$ cat src/rtl/kmkz_prefetch_buffer.sv
// rtl/kmkz_prefetch_buffer.sv - halfword instruction prefetch buffer with in-flight fetch tracking
module kmkz_prefetch_buffer #(
    parameter int DEPTH_HW        = 8,
    parameter int MAX_OUTSTANDING = 2,
    parameter int CNT_W           = $clog2(DEPTH_HW) + 1
) (
    input  logic        clk_i,
    input  logic        rst_i,
    input  logic [31:0] pc_reset_i,
    input  logic        branch_i,
    input  logic [31:0] pc_set_i,
    output logic        mem_req_o,
    output logic [31:0] mem_addr_o,
    input  logic        mem_gnt_i,
    input  logic        mem_rvalid_i,
    input  logic [31:0] mem_rdata_i,
    output logic        instr_valid_o,
    input  logic        instr_ready_i,
    output logic [31:0] instr_o,
    output logic [31:0] instr_pc_o,
    output logic        instr_comp_o
);

    localparam int PTR_W = $clog2(DEPTH_HW);
    localparam int OUT_W = 3;

    // Halfword storage; contents need no reset because count gates every read.
    logic [15:0]      hw_q [DEPTH_HW];
    logic [PTR_W-1:0] rp_q;
    logic [PTR_W-1:0] wp_q;
    logic [CNT_W-1:0] count_q;
    logic [OUT_W-1:0] outstanding_q;
    logic [OUT_W-1:0] discard_q;
    logic [31:0]      fetch_addr_q;
    logic [31:0]      head_pc_q;
    logic             skip_hw_q;

    logic [PTR_W-1:0] rp_p1;
    logic [PTR_W-1:0] wp_p1;
    logic [15:0]      hw_lo;
    logic [15:0]      hw_hi;
    logic             comp;
    logic [31:0]      free_hw;
    logic [31:0]      need_hw;
    logic             issue;
    logic             resp_keep;
    logic             pop;
    logic [CNT_W-1:0] push_n;
    logic [CNT_W-1:0] pop_n;
    logic [OUT_W-1:0] outstanding_nxt;

    // Head decode, fetch-issue window and per-cycle push/pop amounts.
    always_comb begin
        rp_p1   = rp_q + PTR_W'(1);
        wp_p1   = wp_q + PTR_W'(1);
        hw_lo   = hw_q[rp_q];
        hw_hi   = hw_q[rp_p1];
        comp    = (hw_lo[1:0] != 2'b11);

        // Reserve room for every in-flight word plus the new one, using the
        // registered count so a same-cycle pop never makes the check optimistic.
        free_hw = 32'(DEPTH_HW) - 32'(count_q);
        need_hw = (32'(outstanding_q) + 32'd1) << 1;

        mem_req_o  = !rst_i && !branch_i
                     && (outstanding_q < OUT_W'(MAX_OUTSTANDING))
                     && (free_hw >= need_hw);
        mem_addr_o = fetch_addr_q;

        instr_valid_o = !rst_i
                        && ((count_q >= CNT_W'(2)) || ((count_q == CNT_W'(1)) && comp));
        instr_comp_o  = comp;
        instr_o       = comp ? {16'h0000, hw_lo} : {hw_hi, hw_lo};
        instr_pc_o    = head_pc_q;

        issue     = mem_req_o && mem_gnt_i;
        resp_keep = mem_rvalid_i && (discard_q == '0);
        pop       = instr_valid_o && instr_ready_i;

        push_n = '0;
        if (resp_keep) begin
            push_n = skip_hw_q ? CNT_W'(1) : CNT_W'(2);
        end
        pop_n = '0;
        if (pop) begin
            pop_n = comp ? CNT_W'(1) : CNT_W'(2);
        end

        outstanding_nxt = outstanding_q;
        if (issue && !mem_rvalid_i) begin
            outstanding_nxt = outstanding_q + OUT_W'(1);
        end else if (!issue && mem_rvalid_i) begin
            outstanding_nxt = outstanding_q - OUT_W'(1);
        end
    end

    // Store response halfwords; a leading odd halfword after a redirect is skipped.
    always_ff @(posedge clk_i) begin
        if (!rst_i && !branch_i && resp_keep) begin
            if (skip_hw_q) begin
                hw_q[wp_q] <= mem_rdata_i[31:16];
            end else begin
                hw_q[wp_q]  <= mem_rdata_i[15:0];
                hw_q[wp_p1] <= mem_rdata_i[31:16];
            end
        end
    end

    // Pointer, occupancy, fetch and flush bookkeeping; a branch overrides push and pop.
    always_ff @(posedge clk_i) begin
        if (rst_i) begin
            rp_q          <= '0;
            wp_q          <= '0;
            count_q       <= '0;
            outstanding_q <= '0;
            discard_q     <= '0;
            fetch_addr_q  <= {pc_reset_i[31:2], 2'b00};
            skip_hw_q     <= pc_reset_i[1];
            head_pc_q     <= pc_reset_i;
        end else begin
            outstanding_q <= outstanding_nxt;
            if (branch_i) begin
                rp_q         <= '0;
                wp_q         <= '0;
                count_q      <= '0;
                discard_q    <= outstanding_nxt;
                fetch_addr_q <= {pc_set_i[31:2], 2'b00};
                skip_hw_q    <= pc_set_i[1];
                head_pc_q    <= pc_set_i;
            end else begin
                if (issue) begin
                    fetch_addr_q <= fetch_addr_q + 32'd4;
                end
                if (mem_rvalid_i && (discard_q != '0)) begin
                    discard_q <= discard_q - OUT_W'(1);
                end
                if (resp_keep) begin
                    wp_q      <= skip_hw_q ? wp_p1 : (wp_q + PTR_W'(2));
                    skip_hw_q <= 1'b0;
                end
                if (pop) begin
                    rp_q      <= comp ? rp_p1 : (rp_q + PTR_W'(2));
                    head_pc_q <= head_pc_q + (comp ? 32'd2 : 32'd4);
                end
                count_q <= count_q + push_n - pop_n;
            end
        end
    end

endmodule

$ cat config.mk
export PLATFORM = sky130hd
export DESIGN_NAME = kmkz_prefetch_buffer
export DESIGN_NICKNAME = d
export VERILOG_FILES = /design/src/rtl/kmkz_prefetch_buffer.sv
export SDC_FILE = /design/constraint.sdc
export NUM_CORES = 1
export LEC_CHECK = 0
export ABC_AREA = 1
export BUFFER_PORTS_ARGS = -buffer_cell sky130_fd_sc_hd__buf_2
export CAP_MARGIN = 25
export CORE_MARGIN = 2
export CORE_UTILIZATION = 53
export CTS_BUF_LIST = sky130_fd_sc_hd__clkbuf_4
export CTS_CLUSTER_DIAMETER = 40
export CTS_CLUSTER_SIZE = 25
export DETAILED_ROUTE_END_ITERATION = 7
export GPL_TIMING_DRIVEN = 0
export PLACE_DENSITY = 0.78
export SLEW_MARGIN = 20
export SYNTH_ARGS = -nofsm -noshare
export SYNTH_HDL_FRONTEND = slang
export SYNTH_SLANG_ARGS = --single-unit
$ cat constraint.sdc
create_clock -name clk_i -period 2.98 [get_ports clk_i]
set_input_delay 0.149 -clock clk_i [delete_from_list [all_inputs] [get_ports clk_i]]
set_output_delay 0.149 -clock clk_i [all_outputs]
set_load 0.02 [all_outputs]
# [Word level (Yosys, flattened, before mapping)]
# Memories as Yosys holds them, arrays and structs flattened. A register that Yosys moved wholly into a read port is not among the register bits.
# Index checks and enable logic that the tools add are counted.
[word_totals] output_inout_bits=99 regBits=81 elab_cells=83 mem_bits_rw=128 mem_count=1 inputBits=102
[op_classes] n_eq_ne=2 bitwise=1 mux=30 order_cmp=3 reduce_logical=24 n_addsub=13
[memory_table] memory="hw_q" words=8 word_bits=16 rd=2 rd_clocked_by_memory_dff=1 wr=2 line="28" source="logic [15:0] hw_q [DEPTH_HW];"
[op_table] operator="$mux 32" count=7
[op_table] operator="$add 32x3->32" count=1
[op_table] operator="$add 32x3->32 const B" count=1
[op_table] operator="$ge 32x5->1" count=1
[op_table] operator="$mux 3" count=9
[op_table] operator="$mux 16" count=1
[op_table] operator="$logic_and 1x1->1" count=12
[op_table] operator="$reduce_bool 3->1" count=4
[op_table] operator="$add 3x1->3 const B" count=3
[op_table] operator="$mux 1" count=9
[op_table] operator="$add 3x2->3 const B" count=2
[op_table] operator="$mux 2" count=3
[op_table] operator="$sub 3x1->3 const B" count=2
[op_table] operator="$sub 4x4->5 const A" count=1
[op_table] operator="$add 3x1->4 const B" count=1
[op_table] operator="$add 4x4->4" count=1
[op_table] operator="$eq 4x1->1 const B" count=1
[op_table] operator="$ge 4x2->1 const B" count=1
[op_table] operator="$logic_not 1->1" count=4
[op_table] operator="$mux 4" count=1
[op_table] operator="$sub 4x4->4" count=1
[op_table] operator="$logic_not 3->1" count=1
[op_table] operator="$lt 3x2->1 const B" count=1
[op_table] operator="$ne 2x2->1 const B" count=1
[op_table] operator="other kinds (4)" count=4

# [Logic depth before layout (Yosys ltp)]
# Gate-level depths: netlist (run 1).
[depth] ltp_word=10 ltp_mapped=23 depth_no_buf=20

# [Least setup slack after synthesis (run 1)]
# Ideal clock, no wire load.
[synth_timing] path_type="flip-flop to flip-flop" startpoint="register with a tool-made name" endpoint="register head_pc_q[29] (netlist: instr_pc_o[29]) (data pin)" t_required_ns=2.721 path_slack_ns=-0.204 path_buffers=4 stages_incl_launch_ff=22 arrival_ns=2.925 setup_time_ns=0.259 synth_period_minus_slack_ns=3.184 path_cell_list="dfxtp_1 buf_2 inv_2 buf_6 nand2_1 nand3_1 nand2_1 nand2_1 nand2_1 nand2_1 buf_4 buf_2 ha_1 fa_1 nand2_1 nor2_1 inv_1 nor3b_1 nand4_1 xnor2_1 nand3_1 nand2_1"
[synth_lines] element="end signal, assigned" line="119" source="head_pc_q <= pc_reset_i;"
[synth_lines] element="end signal, assigned" line="129" source="head_pc_q <= pc_set_i;"
[synth_lines] element="end signal, assigned" line="143" source="head_pc_q <= head_pc_q + (comp ? 32'd2 : 32'd4);"
[synth_lines] element="end, declared" line="35" source="logic [31:0] head_pc_q;"

==> results of run 1 <==
## layout make-up
class / instances / share of cell area [%]
well taps: 330 / 2.41
flip-flops and latches: 210 / 35.7
multi-input cells: 1241 / 38.5
inverters: 161 / 3.57
repair buffers: 345 / 14.1
clock buffers: 31 / 1.36
clock inverters: 26 / 1.47
diodes: 2 / 0.0292
plain buffers: 94 / 2.87
## worst register-to-register path, delay by kind of cell, from the launching register on
kind                     cells  cell delay (ns)
AND/OR/NAND/NOR             10             0.81
adder cells (fa/ha/maj)      2             0.79
AO/OA/AOI/OAI                4             0.51
buffers and inverters        5             0.42
flip-flops                   1             0.36
## timing repair
action / 4_1_cts / 5_1_grt
buffers inserted: 15 / 7
resized for setup: 47 / 67
endpoints found under the hold margin: 199 / 0
pin swaps: 12 / 15
hold buffers: 117 / 0
setup endpoints to repair: 50 / 93
## logic make-up after synthesis
logic type | count (synthesis)
DFF | 210
buffers and inverters | 255
and+or+nand+nor | 718
AOI/OAI and AO/OA | 450
other | 1
adders and majority gates | 28
xor gates and xnor gates | 43
## registers in the layout, indices dropped and copies added (netlist names), 3 cells and up, named ones only
register	cells
hw_q	128
instr_pc_o	32
mem_addr_o	30
count_q	4
discard_q	3
outstanding_q	3
rp_q	3
wp_q	3
## power groups by stage
| stage | Sequential [mW] | Clock [mW] | Combinational [mW] |
|---|---|---|---|
| 2_1_floorplan | 3.77 | 0 | 1.04 |
| 3_3_place_gp | 3.68 | 0 | 1.71 |
| 3_5_place_dp | 3.68 | 0 | 1.77 |
| 4_1_cts | 3.62 | 2.04 | 1.98 |
| 5_1_grt | 3.65 | 2.16 | 2.26 |
| 6_report | 3.63 | 2.05 | 2.07 |
## layer usage
layer	wire length (um)	part of all wire [%]
met3	5090	10
met2	23700	48
met5	11	0.022
met4	2970	6.0
met1	17900	36
## final timing paths
| kind | to | slack (ns) |
|---|---|---|
| hold reg to reg | register | 0.55 |
| hold / removal | hw_q[2][0] | 0.16 |
| setup / recovery | count_q[3] | 0.009 |
| setup reg to reg | count_q[3] | 0.009 |
## layout by cell type (no fill, tap or decap), types with 19 or more instances in the layout
| cell | Yosys | final |
|---|---|---|
| nor3_1 | 23 | 19 |
| a22oi_1 | 29 | 29 |
| clkbuf_2 | 0 | 22 |
| o21ai_1 | 34 | 35 |
| buf_2 | 18 | 214 |
| nand4_1 | 21 | 21 |
| ha_1 | 25 | 24 |
| o21ai_0 | 224 | 219 |
| nand2_1 | 452 | 437 |
| inv_1 | 155 | 153 |
| buf_4 | 6 | 27 |
| a21oi_1 | 69 | 67 |
| o211ai_1 | 33 | 33 |
| nand3_1 | 66 | 63 |
| o21ai_2 | 15 | 19 |
| clkbuf_4 | 0 | 34 |
| nor2_1 | 130 | 123 |
| xor2_1 | 27 | 27 |
| dlygate4sd3_1 | 0 | 117 |
| edfxtp_1 | 191 | 191 |
| clkbuf_1 | 63 | 39 |
==> metrics.txt, run 1 <==
# TYPE chip_impl_metric gauge
chip_impl_info{name="synth_most_common_cell",value="nand2_1"} 1
chip_impl_info{name="critical-path-top-delay-family",value="simple AND/OR/NAND/NOR gates"} 1
chip_impl_metric{name="net-switching-power",unit="mW"} 2.90
chip_impl_metric{name="synth_xor_xnor_area_share",unit="%"} 2.80
chip_impl_info{name="critical-path-slowest-cell",value="fa_1"} 1
chip_impl_metric{name="synth_seq_cells",unit=""} 210
chip_impl_metric{name="final_layout_size_suffix_gt1_share",unit="%"} 20.1
chip_impl_metric{name="fillCellCount",unit=""} 2026
chip_impl_metric{name="placed_cells_incl_taps",unit=""} 2242
chip_impl_metric{name="grt_antenna_before_repair",unit=""} 3
chip_impl_metric{name="final.setup_skew",unit="ns"} 0.0536
chip_impl_info{name="synth-main-ff-cell",value="edfxtp_1"} 1
chip_impl_metric{name="worstMarginPinSlew",unit="ns"} 1.00
chip_impl_metric{name="area_growth_syn_to_layout",unit="%"} 27.6
chip_impl_metric{name="setup_violations",unit=""} 0
chip_impl_metric{name="largest_net_degree_at_the_start_of_global_routing",unit=""} 32
chip_impl_metric{name="grt-ovfl-total",unit=""} 0
chip_impl_metric{name="post_synth_fa_ha_maj_area_fraction",unit="%"} 2.77
chip_impl_metric{name="setup_tns",unit="ns"} 0
chip_impl_metric{name="power.total",unit="mW"} 7.75
chip_impl_metric{name="finalInstanceArea",unit="mm^2"} 0.0172
chip_impl_metric{name="worst_ep_arrival_time",unit="ns"} 3.66
chip_impl_metric{name="global_route_wire_length_before_repair",unit="um"} 75200
chip_impl_metric{name="cts_num_sinks",unit=""} 210
chip_impl_metric{name="cp_num_buf_inv",unit=""} 5
chip_impl_metric{name="synthCells",unit=""} 1705
chip_impl_metric{name="finalNetCount",unit=""} 2214
chip_impl_metric{name="post-route-util",unit="%"} 68.5
chip_impl_metric{name="timing.critical_path.fanout_max",unit=""} 6
chip_impl_metric{name="slew_headroom",unit="%"} 33.1
chip_impl_metric{name="groute.layer.met2.usage",unit="%"} 63.0
chip_impl_info{name="run_status",value="finished clean"} 1
chip_impl_metric{name="clkLatencyLatePin",unit="ns"} 0.76
chip_impl_info{name="path_type_of_the_worst_setup_path",value="reg2reg"} 1
chip_impl_metric{name="stdcell_count",unit=""} 2440
chip_impl_info{name="global_route.peak_usage_layer",value="met2"} 1
chip_impl_metric{name="yosys_warns",unit=""} 0
chip_impl_metric{name="fin_worst_hold_slack",unit="ns"} 0.157
chip_impl_metric{name="wl",unit="um"} 49600
chip_impl_metric{name="fmax",unit="MHz"} 337
chip_impl_metric{name="routed_via_density",unit=""} 5.96
chip_impl_metric{name="use_met3",unit="%"} 6.78
chip_impl_info{name="tritoncts",value="yes"} 1
chip_impl_metric{name="timing.max_cap.violations",unit=""} 0
chip_impl_info{name="critPathCaptureType",value="register"} 1
chip_impl_metric{name="first_global_vias",unit=""} 14200
chip_impl_metric{name="synth.avg_cell_area",unit="um^2"} 7.89
chip_impl_metric{name="synth-edff-count",unit=""} 191
chip_impl_info{name="most_area_consuming_cells_after_synthesis",value="edfxtp_1 (43%), nand2_1 (13%), o21ai_0 (8.3%)"} 1
chip_impl_metric{name="cell_area_after_technology_mapping",unit="mm^2"} 0.0134
chip_impl_metric{name="drc",unit=""} 0
chip_impl_metric{name="power_switching_share",unit="%"} 37.4
chip_impl_metric{name="place_hpwl",unit="um"} 36000
chip_impl_metric{name="power_per_cell_area",unit="mW/mm^2"} 452
chip_impl_metric{name="worst-endpoint-required",unit="ns"} 3.67
chip_impl_metric{name="vdd.ir_drop.worst",unit="V"} 0.000367
chip_impl_metric{name="starting_utilization_of_the_core_area",unit="%"} 53.7
chip_impl_metric{name="htreeDepth",unit=""} 1
chip_impl_metric{name="die_extent_in_x",unit="um"} 163
chip_impl_metric{name="globalplace.congestion",unit=""} 1.01
chip_impl_metric{name="avgRoutedWirePerCell",unit="um"} 20.3
chip_impl_info{name="min-delay-path-class",value="in2reg"} 1
chip_impl_info{name="hold_path.startpoint",value="mem_rdata_i[0]"} 1
chip_impl_metric{name="synthArstFlopShare",unit="%"} 0
chip_impl_metric{name="cell_internal_pwr",unit="mW"} 4.85
chip_impl_info{name="critical-path-top-cell-by-count",value="nand2_2"} 1
chip_impl_metric{name="timing_hold_violations_final",unit=""} 0
chip_impl_metric{name="row_count",unit=""} 58
chip_impl_info{name="path_cells",value="buf_6, inv_6, buf_6, nand2_2, nand3_2, nand2_2, nand2_2, nand2_4, nand2_4, nand2_2, a21oi_2, nand3_1, inv_1, fa_1, inv_1, ha_1, nand2_1, nor2_2, a211oi_2, o21ai_1, a21oi_1"} 1
chip_impl_info{name="timing.critical_path.from_type",value="register"} 1
chip_impl_metric{name="drt_iter0_drc",unit=""} 1840
chip_impl_metric{name="synthesized_area_fraction_occupied_by_ao_oa_aoi_and_oai_cells",unit="%"} 19.0
chip_impl_metric{name="power.leakage",unit="nW"} 7.25
chip_impl_metric{name="vias",unit=""} 14500
chip_impl_metric{name="placement.cell_area",unit="mm^2"} 0.0150
chip_impl_metric{name="final_worst_slack",unit="ns"} 0.00858
chip_impl_metric{name="hold_depth",unit=""} 5
chip_impl_metric{name="clockBufferDepth",unit=""} 3
chip_impl_metric{name="num_cts_buffers",unit=""} 31
chip_impl_metric{name="final.period_utilization",unit="%"} 99.7
chip_impl_info{name="rsz0062_at_grt",value="true"} 1
chip_impl_metric{name="clock_power_share",unit="%"} 26.4
chip_impl_metric{name="yosys.area.top_type_share",unit="%"} 42.7
chip_impl_info{name="cell_types_with_the_highest_counts_after_synthesis",value="nand2_1 (452), o21ai_0 (224), edfxtp_1 (191)"} 1
chip_impl_info{name="synth_top_family_by_area",value="simple AND/OR/NAND/NOR gates"} 1
chip_impl_metric{name="critPathMaxStageDelay",unit="ns"} 0.53
chip_impl_metric{name="route.antenna.remaining_nets",unit=""} 0
chip_impl_metric{name="post-place-ws",unit="ns"} -0.952
chip_impl_metric{name="fp.dieH",unit="um"} 163
chip_impl_metric{name="flip_flop_and_latch_area",unit="mm^2"} 0.00612
chip_impl_metric{name="firstDrtPassIters",unit=""} 6
chip_impl_metric{name="critical_path_depth",unit=""} 21
chip_impl_info{name="synthDominantAreaCellType",value="edfxtp_1"} 1
chip_impl_metric{name="multi_input_area",unit="mm^2"} 0.00660
chip_impl_metric{name="cts.reportedPaths.clkPinSlew",unit="ns"} 0.15
chip_impl_metric{name="period_minus_slack",unit="ns"} 2.97
chip_impl_metric{name="combPwrFrac",unit="%"} 26.7
chip_impl_metric{name="yosys.cell_types.count",unit=""} 45
chip_impl_metric{name="final_max_slew_viol_count",unit=""} 0
chip_impl_metric{name="basic_gate_share_of_the_synthesized_area_counting_and_or_nand_and_nor_cells",unit="%"} 22.3
chip_impl_info{name="root_buffer",value="clkbuf_4"} 1
chip_impl_metric{name="boundaryPins",unit=""} 201
chip_impl_metric{name="worst_r2r_path_depth",unit=""} 21
chip_impl_metric{name="synth.mux.area_fraction",unit="%"} 0
chip_impl_metric{name="grtUsageTotal",unit="%"} 36.5
chip_impl_metric{name="synth.yosys.seq_area_share",unit="%"} 45.5
chip_impl_metric{name="io_buffers",unit=""} 198
chip_impl_metric{name="core_region_area",unit="mm^2"} 0.0250
chip_impl_metric{name="grt_util_met1",unit="%"} 43.0
chip_impl_metric{name="power.sequential.fraction",unit="%"} 46.8
chip_impl_metric{name="floorplan.die_area",unit="mm^2"} 0.0267
(Power assumes the default switching activity.)
==> inputs of run 2 (changes only) <==
--- a/config.mk
+++ b/config.mk
@@ -5,7 +5,6 @@
 export SDC_FILE = /design/constraint.sdc
 export NUM_CORES = 1
 export LEC_CHECK = 0
-export ABC_AREA = 1
 export BUFFER_PORTS_ARGS = -buffer_cell sky130_fd_sc_hd__buf_2
 export CAP_MARGIN = 25
 export CORE_MARGIN = 2
==> run 2 against run 1 <==
Net effect: area after synthesis shrank 5.8%; flip-flop and latch count is the same; wire length shrank 13%; highest routed layer is now met4; largest cell class unchanged; cell count shrank 22%; sequential power is essentially flat; the run now ends with negative setup slack left.
==> metrics.txt, run 2 <==
# TYPE chip_impl_metric gauge
chip_impl_metric{name="fillCellCount",unit=""} 1631
chip_impl_metric{name="boundaryPins",unit=""} 201
chip_impl_metric{name="fmax",unit="MHz"} 324
chip_impl_metric{name="worst_r2r_path_depth",unit=""} 13
chip_impl_metric{name="final.setup_skew",unit="ns"} 0.0761
chip_impl_info{name="tritoncts",value="yes"} 1
chip_impl_metric{name="power.leakage",unit="nW"} 6.29
chip_impl_metric{name="cts_num_sinks",unit=""} 210
chip_impl_info{name="critPathCaptureType",value="register"} 1
chip_impl_metric{name="final.period_utilization",unit="%"} 104
chip_impl_metric{name="firstDrtPassIters",unit=""} 7
chip_impl_metric{name="grt-ovfl-total",unit=""} 0
chip_impl_info{name="failed_checks",value="negative setup slack"} 1
chip_impl_metric{name="area_growth_syn_to_layout",unit="%"} 29.0
chip_impl_metric{name="cts.reportedPaths.clkPinSlew",unit="ns"} 0.11
chip_impl_metric{name="synth.yosys.seq_area_share",unit="%"} 48.3
chip_impl_metric{name="use_met3",unit="%"} 7.02
chip_impl_metric{name="period_minus_slack",unit="ns"} 3.09
chip_impl_metric{name="route.antenna.remaining_nets",unit=""} 0
chip_impl_metric{name="power_per_cell_area",unit="mW/mm^2"} 459
chip_impl_metric{name="num_cts_buffers",unit=""} 31
chip_impl_metric{name="core_region_area",unit="mm^2"} 0.0235
chip_impl_metric{name="hold_depth",unit=""} 5
chip_impl_metric{name="synth.avg_cell_area",unit="um^2"} 10.6
chip_impl_metric{name="synth-edff-count",unit=""} 191
chip_impl_metric{name="final_layout_size_suffix_gt1_share",unit="%"} 29.1
chip_impl_metric{name="first_global_vias",unit=""} 11700
chip_impl_metric{name="timing.max_cap.violations",unit=""} 0
chip_impl_metric{name="post-route-util",unit="%"} 69.7
chip_impl_metric{name="final_worst_slack",unit="ns"} -0.107
chip_impl_metric{name="row_count",unit=""} 56
chip_impl_metric{name="multi_input_area",unit="mm^2"} 0.00637
chip_impl_metric{name="grtUsageTotal",unit="%"} 33.7
chip_impl_info{name="rsz0062_at_grt",value="true"} 1
chip_impl_metric{name="synthArstFlopShare",unit="%"} 0
chip_impl_info{name="run_status",value="complete, but fails checks"} 1
chip_impl_metric{name="avgRoutedWirePerCell",unit="um"} 22.9
chip_impl_metric{name="vdd.ir_drop.worst",unit="V"} 0.000361
chip_impl_metric{name="io_buffers",unit=""} 180
chip_impl_info{name="most-common-layout-cells",value="buf_2 (196), edfxtp_1 (191), a21oi_1 (171)"} 1
chip_impl_metric{name="worstMarginPinSlew",unit="ns"} 0.820
chip_impl_metric{name="flip_flop_and_latch_area",unit="mm^2"} 0.00612
chip_impl_info{name="top_register_by_number_of_flip_flops",value="hw_q"} 1
chip_impl_info{name="synth_most_common_cell",value="edfxtp_1"} 1
chip_impl_metric{name="fp.dieH",unit="um"} 159
chip_impl_metric{name="drt_iter0_drc",unit=""} 1496
chip_impl_metric{name="grt_util_met1",unit="%"} 39.6
chip_impl_metric{name="drc",unit=""} 0
chip_impl_metric{name="largest_reg_flops",unit=""} 128
chip_impl_info{name="path_type_of_the_worst_setup_path",value="reg2reg"} 1
chip_impl_metric{name="final_max_slew_viol_count",unit=""} 0
chip_impl_info{name="global_route.peak_usage_layer",value="met2"} 1
chip_impl_metric{name="groute.layer.met2.usage",unit="%"} 59.1
chip_impl_metric{name="vias",unit=""} 11800
chip_impl_metric{name="globalplace.congestion",unit=""} 0.933
chip_impl_metric{name="routed_via_density",unit=""} 6.21
chip_impl_metric{name="timing.critical_path.fanout_max",unit=""} 5
chip_impl_metric{name="place_hpwl",unit="um"} 28000
chip_impl_metric{name="worst_ep_arrival_time",unit="ns"} 3.52
chip_impl_metric{name="synthCells",unit=""} 1196
chip_impl_info{name="synth-main-ff-cell",value="edfxtp_1"} 1
chip_impl_info{name="cell_types_with_the_highest_counts_after_synthesis",value="edfxtp_1 (191), a21oi_1 (173), nor2_1 (164)"} 1
chip_impl_metric{name="cell_area_after_technology_mapping",unit="mm^2"} 0.0127
chip_impl_metric{name="htreeDepth",unit=""} 1
chip_impl_metric{name="worst-endpoint-required",unit="ns"} 3.41
chip_impl_metric{name="floorplan.die_area",unit="mm^2"} 0.0252
chip_impl_metric{name="yosys.area.top_type_share",unit="%"} 45.3
chip_impl_metric{name="synth_seq_cells",unit=""} 210
chip_impl_info{name="most_area_consuming_cells_after_synthesis",value="edfxtp_1 (45%), mux4_2 (11%), a21oi_1 (6.8%)"} 1
chip_impl_metric{name="clkLatencyLatePin",unit="ns"} 0.76
chip_impl_metric{name="post-place-ws",unit="ns"} -0.541
chip_impl_metric{name="timing_hold_violations_final",unit=""} 0
chip_impl_info{name="most_frequent_standard_cell_in_the_layout_excluding_fill_and_tap_cells",value="buf_2"} 1
chip_impl_metric{name="global_route_wire_length_before_repair",unit="um"} 63500
chip_impl_info{name="min-delay-path-class",value="in2reg"} 1
chip_impl_info{name="hold_path.startpoint",value="pc_set_i[23]"} 1
chip_impl_metric{name="yosys_warns",unit=""} 0
chip_impl_info{name="root_buffer",value="clkbuf_4"} 1
chip_impl_metric{name="n_antenna_cell",unit=""} 0
chip_impl_metric{name="yosys.cell_types.count",unit=""} 64
chip_impl_info{name="timing.critical_path.from_type",value="register"} 1
chip_impl_metric{name="finalNetCount",unit=""} 1684
chip_impl_metric{name="wl",unit="um"} 43400
chip_impl_metric{name="die_extent_in_x",unit="um"} 159
chip_impl_metric{name="starting_utilization_of_the_core_area",unit="%"} 54.0
chip_impl_metric{name="setup_violations",unit=""} 22
chip_impl_metric{name="clockBufferDepth",unit=""} 3
chip_impl_info{name="synthDominantAreaCellType",value="edfxtp_1"} 1
chip_impl_metric{name="largest_net_degree_at_the_start_of_global_routing",unit=""} 25
chip_impl_metric{name="grt_antenna_before_repair",unit=""} 0
chip_impl_metric{name="slew_headroom",unit="%"} 45.3
==> run 2: layout make-up <==
| type | count | share of cell area, % |
|---|---|---|
| multi-input combinational | 856 | 39.0 |
| sequential | 210 | 37.4 |
| timing repair buffer | 326 | 14.5 |
| buffer | 86 | 2.78 |
| tap | 319 | 2.44 |
| clock buffer | 33 | 1.51 |
| clock inverter | 25 | 1.38 |
| inverter | 43 | 1.02 |
==> run 2: repair_timing <==
item,in CTS,in global routing
hold buffers,118,0
endpoints found under the setup margin,181,117
gates resized for setup,74,60
hold endpoints to repair,202,0
setup buffers,18,11
pin swaps,19,23
==> run 2: per-layer routing <==
metal	part of all wire, %	up-vias
met4	5.2	0
met1	34	5578
met3	12	201
met2	49	933
li1	-	5082
met5	0	-
==> run 2: worst paths after layout <==
path                                  endpoint  slack [ns]
worst max register to register  instr_pc_o[27]       -0.11
worst min register to register    discard_q[1]        0.55
worst min-delay path            mem_addr_o[23]        0.06
worst max-delay path            instr_pc_o[27]       -0.11
==> run 2: logic make-up (layout without fill, tap and decap cells) <==
family / after synthesis / count (layout) / synth area share (%)
muxes: 102 / 102 / 14.6
and+or+nand+nor: 386 / 386 / 13.6
AOI/OAI and AO/OA: 271 / 271 / 11.6
other: 1 / 2 / 0.0296
DFF: 210 / 210 / 48.3
xor gates and xnor gates: 67 / 67 / 4.63
buffers and inverters: 131 / 513 / 4.35
adders and majority gates: 28 / 28 / 2.94
==> run 2: where the power goes <==
| part | switching, mW | internal (mW) |
|---|---|---|
| Clock | 1.26 | 0.791 |
| Combinational | 1.04 | 0.805 |
| Sequential | 0.192 | 3.41 |
==> run 2: critical path: stages, from the launching register on <==
cell,delay (ns)
dfxtp_2,0.34
buf_6,0.12
mux4_2,0.50
mux2_4,0.32
nand2_4,0.10
buf_12,0.12
ha_4,0.13
fa_2,0.25
nand3_4,0.11
nor3_4,0.27
buf_6,0.16
nand4_1,0.12
xor2_1,0.15
o21ai_1,0.07
==> run 2: metrics by stage <==
stage | instances | setup TNS (ns) | total power [mW] | cell area (um^2) | hold WS, ns
2_1_floorplan | 1197 | -0.0465 | 4.66 | 12700 | 0.344
3_3_place_gp | 1696 | -27.82 | 5.10 | 14000 | 0.445
3_5_place_dp | 1698 | -22.42 | 5.16 | 14100 | 0.446
4_1_cts | 1891 | -0.999 | 7.34 | 16100 | 0.00361
5_1_grt | 1898 | -3.99 | 7.76 | 16400 | 0.0668
6_report | 1898 | -1.18 | 7.50 | 16400 | 0.0573
==> inputs of run 3 (changes only) <==
--- a/config.mk
+++ b/config.mk
@@ -8,13 +8,13 @@
 export BUFFER_PORTS_ARGS = -buffer_cell sky130_fd_sc_hd__buf_2
 export CAP_MARGIN = 25
 export CORE_MARGIN = 2
-export CORE_UTILIZATION = 53
+export CORE_UTILIZATION = 54
 export CTS_BUF_LIST = sky130_fd_sc_hd__clkbuf_4
 export CTS_CLUSTER_DIAMETER = 40
 export CTS_CLUSTER_SIZE = 25
 export DETAILED_ROUTE_END_ITERATION = 7
 export GPL_TIMING_DRIVEN = 0
-export PLACE_DENSITY = 0.78
+export PLACE_DENSITY = 0.8
 export SLEW_MARGIN = 20
 export SYNTH_ARGS = -nofsm -noshare
 export SYNTH_HDL_FRONTEND = slang
==> run 3 against run 2 <==
Net effect: the run still ends with negative setup slack left; critical endpoint is now count_q[3]; design area shrank 0.35%; wire length is 0.69% higher; clock power increased by 11%; critical path type unchanged; via count is 0.27% higher; global-route usage is 1.1 points higher; sequential share of layout area rose by 0.15 points; non-clock buffer count is 16 lower; cell count is 0.90% lower; register-to-register slack barely moved; largest cell class unchanged; setup slack worse by 0.0087 ns; largest power group unchanged.
==> metrics.txt, run 3 (synthesis results as in run 2) <==
# TYPE chip_impl_metric gauge
chip_impl_metric{name="finalNetCount",unit=""} 1667
chip_impl_metric{name="globalplace.congestion",unit=""} 0.941
chip_impl_metric{name="num_cts_buffers",unit=""} 30
chip_impl_metric{name="worst_ep_arrival_time",unit="ns"} 3.72
chip_impl_metric{name="core_region_area",unit="mm^2"} 0.0233
chip_impl_metric{name="die_extent_in_x",unit="um"} 157
chip_impl_metric{name="fmax",unit="MHz"} 323
chip_impl_info{name="min-delay-path-class",value="in2reg"} 1
chip_impl_metric{name="worstMarginPinSlew",unit="ns"} 0.827
chip_impl_metric{name="largest_reg_flops",unit=""} 128
chip_impl_metric{name="avgRoutedWirePerCell",unit="um"} 23.2
chip_impl_metric{name="clockBufferDepth",unit=""} 3
chip_impl_metric{name="floorplan.die_area",unit="mm^2"} 0.0247
chip_impl_metric{name="io_buffers",unit=""} 180
chip_impl_metric{name="grtUsageTotal",unit="%"} 34.9
chip_impl_metric{name="place_hpwl",unit="um"} 28000
chip_impl_metric{name="final.period_utilization",unit="%"} 104
chip_impl_metric{name="vias",unit=""} 11800
chip_impl_metric{name="starting_utilization_of_the_core_area",unit="%"} 54.5
chip_impl_info{name="path_type_of_the_worst_setup_path",value="reg2reg"} 1
chip_impl_metric{name="final_worst_slack",unit="ns"} -0.116
chip_impl_metric{name="htreeDepth",unit=""} 1
chip_impl_metric{name="row_count",unit=""} 56
chip_impl_metric{name="grt-ovfl-total",unit=""} 0
chip_impl_metric{name="timing.max_cap.violations",unit=""} 0
chip_impl_metric{name="power.total",unit="mW"} 7.72
chip_impl_metric{name="placed_cells_incl_taps",unit=""} 1698
chip_impl_metric{name="routed_via_density",unit=""} 6.29
chip_impl_metric{name="stdcell_count",unit=""} 1881
chip_impl_metric{name="grt_antenna_before_repair",unit=""} 1
chip_impl_metric{name="drc",unit=""} 0
chip_impl_metric{name="largest_net_degree_at_the_start_of_global_routing",unit=""} 18
chip_impl_info{name="rsz0062_at_grt",value="true"} 1
chip_impl_metric{name="power.leakage",unit="nW"} 6.19
chip_impl_info{name="tritoncts",value="yes"} 1
chip_impl_metric{name="period_minus_slack",unit="ns"} 3.10
chip_impl_metric{name="firstDrtPassIters",unit=""} 6
chip_impl_metric{name="fp.dieH",unit="um"} 157
chip_impl_metric{name="setup_tns",unit="ns"} -1.14
chip_impl_metric{name="final.setup_skew",unit="ns"} 0.0489
chip_impl_metric{name="final_layout_size_suffix_gt1_share",unit="%"} 28.3
chip_impl_metric{name="cts_num_sinks",unit=""} 210
chip_impl_metric{name="cts.reportedPaths.clkPinSlew",unit="ns"} 0.13
chip_impl_info{name="top_register_by_number_of_flip_flops",value="hw_q"} 1
chip_impl_metric{name="vdd.ir_drop.worst",unit="V"} 0.000401
chip_impl_metric{name="timing.critical_path.fanout_max",unit=""} 5
chip_impl_info{name="timing.critical_path.from_type",value="register"} 1
chip_impl_info{name="run_status",value="complete, but fails checks"} 1
chip_impl_metric{name="boundaryPins",unit=""} 201
chip_impl_metric{name="global_route_wire_length_before_repair",unit="um"} 64800
chip_impl_info{name="most-common-layout-cells",value="buf_2 (193), edfxtp_1 (191), a21oi_1 (169)"} 1
chip_impl_info{name="root_buffer",value="clkbuf_4"} 1
chip_impl_metric{name="worst-endpoint-required",unit="ns"} 3.61
chip_impl_info{name="critPathCaptureType",value="register"} 1
chip_impl_metric{name="power_per_cell_area",unit="mW/mm^2"} 474
chip_impl_metric{name="clkLatencyLatePin",unit="ns"} 0.75
chip_impl_metric{name="route.antenna.remaining_nets",unit=""} 0
chip_impl_metric{name="first_global_vias",unit=""} 11900
chip_impl_metric{name="wl",unit="um"} 43700
chip_impl_info{name="failed_checks",value="negative setup slack"} 1
chip_impl_info{name="most_frequent_standard_cell_in_the_layout_excluding_fill_and_tap_cells",value="buf_2"} 1
chip_impl_metric{name="area_growth_syn_to_layout",unit="%"} 28.6
chip_impl_metric{name="post-route-util",unit="%"} 70.1
chip_impl_metric{name="setup_violations",unit=""} 18
chip_impl_metric{name="final_max_slew_viol_count",unit=""} 0
chip_impl_metric{name="fillCellCount",unit=""} 1620
chip_impl_metric{name="drt_iter0_drc",unit=""} 1490
chip_impl_metric{name="timing_hold_violations_final",unit=""} 0
chip_impl_metric{name="fin_worst_hold_slack",unit="ns"} 0.0708
chip_impl_metric{name="slew_headroom",unit="%"} 44.9
## run 3: cell types whose count changed in the layout (fill, tap and decap cells not counted), moves of 4 or more
cell and change:
o21ai_0 +10, o21ai_1 -10, buf_6 -6, nand2_4 +5, mux2i_2 -8, mux2i_1 +7
nand2_2 -5, dlygate4sd3_1 -12, clkinv_1 -6, nor2_1 +4, buf_12 +4
## run 3: final timing paths
| path | start | slack (ns) | cells past startpoint | to |
|---|---|---|---|---|
| min reg2reg | discard_q[1] | 0.57 | 2 | discard_q[1] |
| max reg2reg | register | -0.12 | 13 | count_q[3] |
| max | register | -0.12 | 13 | count_q[3] |
| min | pc_set_i[23] | 0.07 | 5 | instr_pc_o[23] |
## run 3: per-stage QoR
step	setup WS (ns)	area (um^2)
after floorplan	-0.0465	12700
after global placement	-0.451	14000
after detailed placement	-0.455	14100
after CTS	-0.0861	16000
after global routing	-0.199	16300
final	-0.116	16300
## run 3: routing by layer
layer	vias to the layer above	routed length (um)	GRT usage, %
met3	193	4970	8.81
met2	1001	21600	60.5
li1	5051	-	-
met4	0	2410	18.2
met1	5581	14800	39.8
met5	-	0	0
## run 3: what timing repair did
| action | CTS | global route |
|---|---|---|
| setup endpoints to repair | 184 | 123 |
| resized for setup | 68 | 41 |
| hold endpoints to repair | 202 | 0 |
| pin swaps | 11 | 16 |
| cloned | 0 | 1 |
| buffers inserted | 12 | 9 |
| hold buffers | 106 | 0 |
## run 3: critical path, cell delays in order, from the launching register on
cell      delay [ns]
dfxtp_2         0.35
buf_6           0.13
mux4_2          0.51
mux2_4          0.33
a21boi_4        0.21
o21ai_4         0.11
nor2_4          0.12
fa_1            0.44
inv_1           0.11
ha_4            0.20
a21o_1          0.16
a21oi_2         0.13
xnor2_1         0.13
nor2_1          0.05
## run 3: layout make-up
type / count / area [um^2] / area share, %
plain buffers: 87 / 492 / 3.02
inverters: 43 / 169 / 1.04
well taps: 319 / 399 / 2.45
repair buffers: 309 / 2230 / 13.7
diodes: 1 / 2.50 / 0.0154
clock inverters: 23 / 287 / 1.76
multi-input cells: 856 / 6340 / 38.9
flip-flops and latches: 210 / 6130 / 37.6
clock buffers: 33 / 248 / 1.52
## run 3: power by group
| part | internal, mW | total (mW) | switching, mW | leakage (nW) |
|---|---|---|---|---|
| clock network | 0.976 | 2.28 | 1.31 | 0.279 |
| logic | 0.794 | 1.83 | 1.03 | 3.95 |
| registers | 3.41 | 3.61 | 0.194 | 1.97 |
| total | 5.18 | 7.72 | 2.53 | 6.19 |
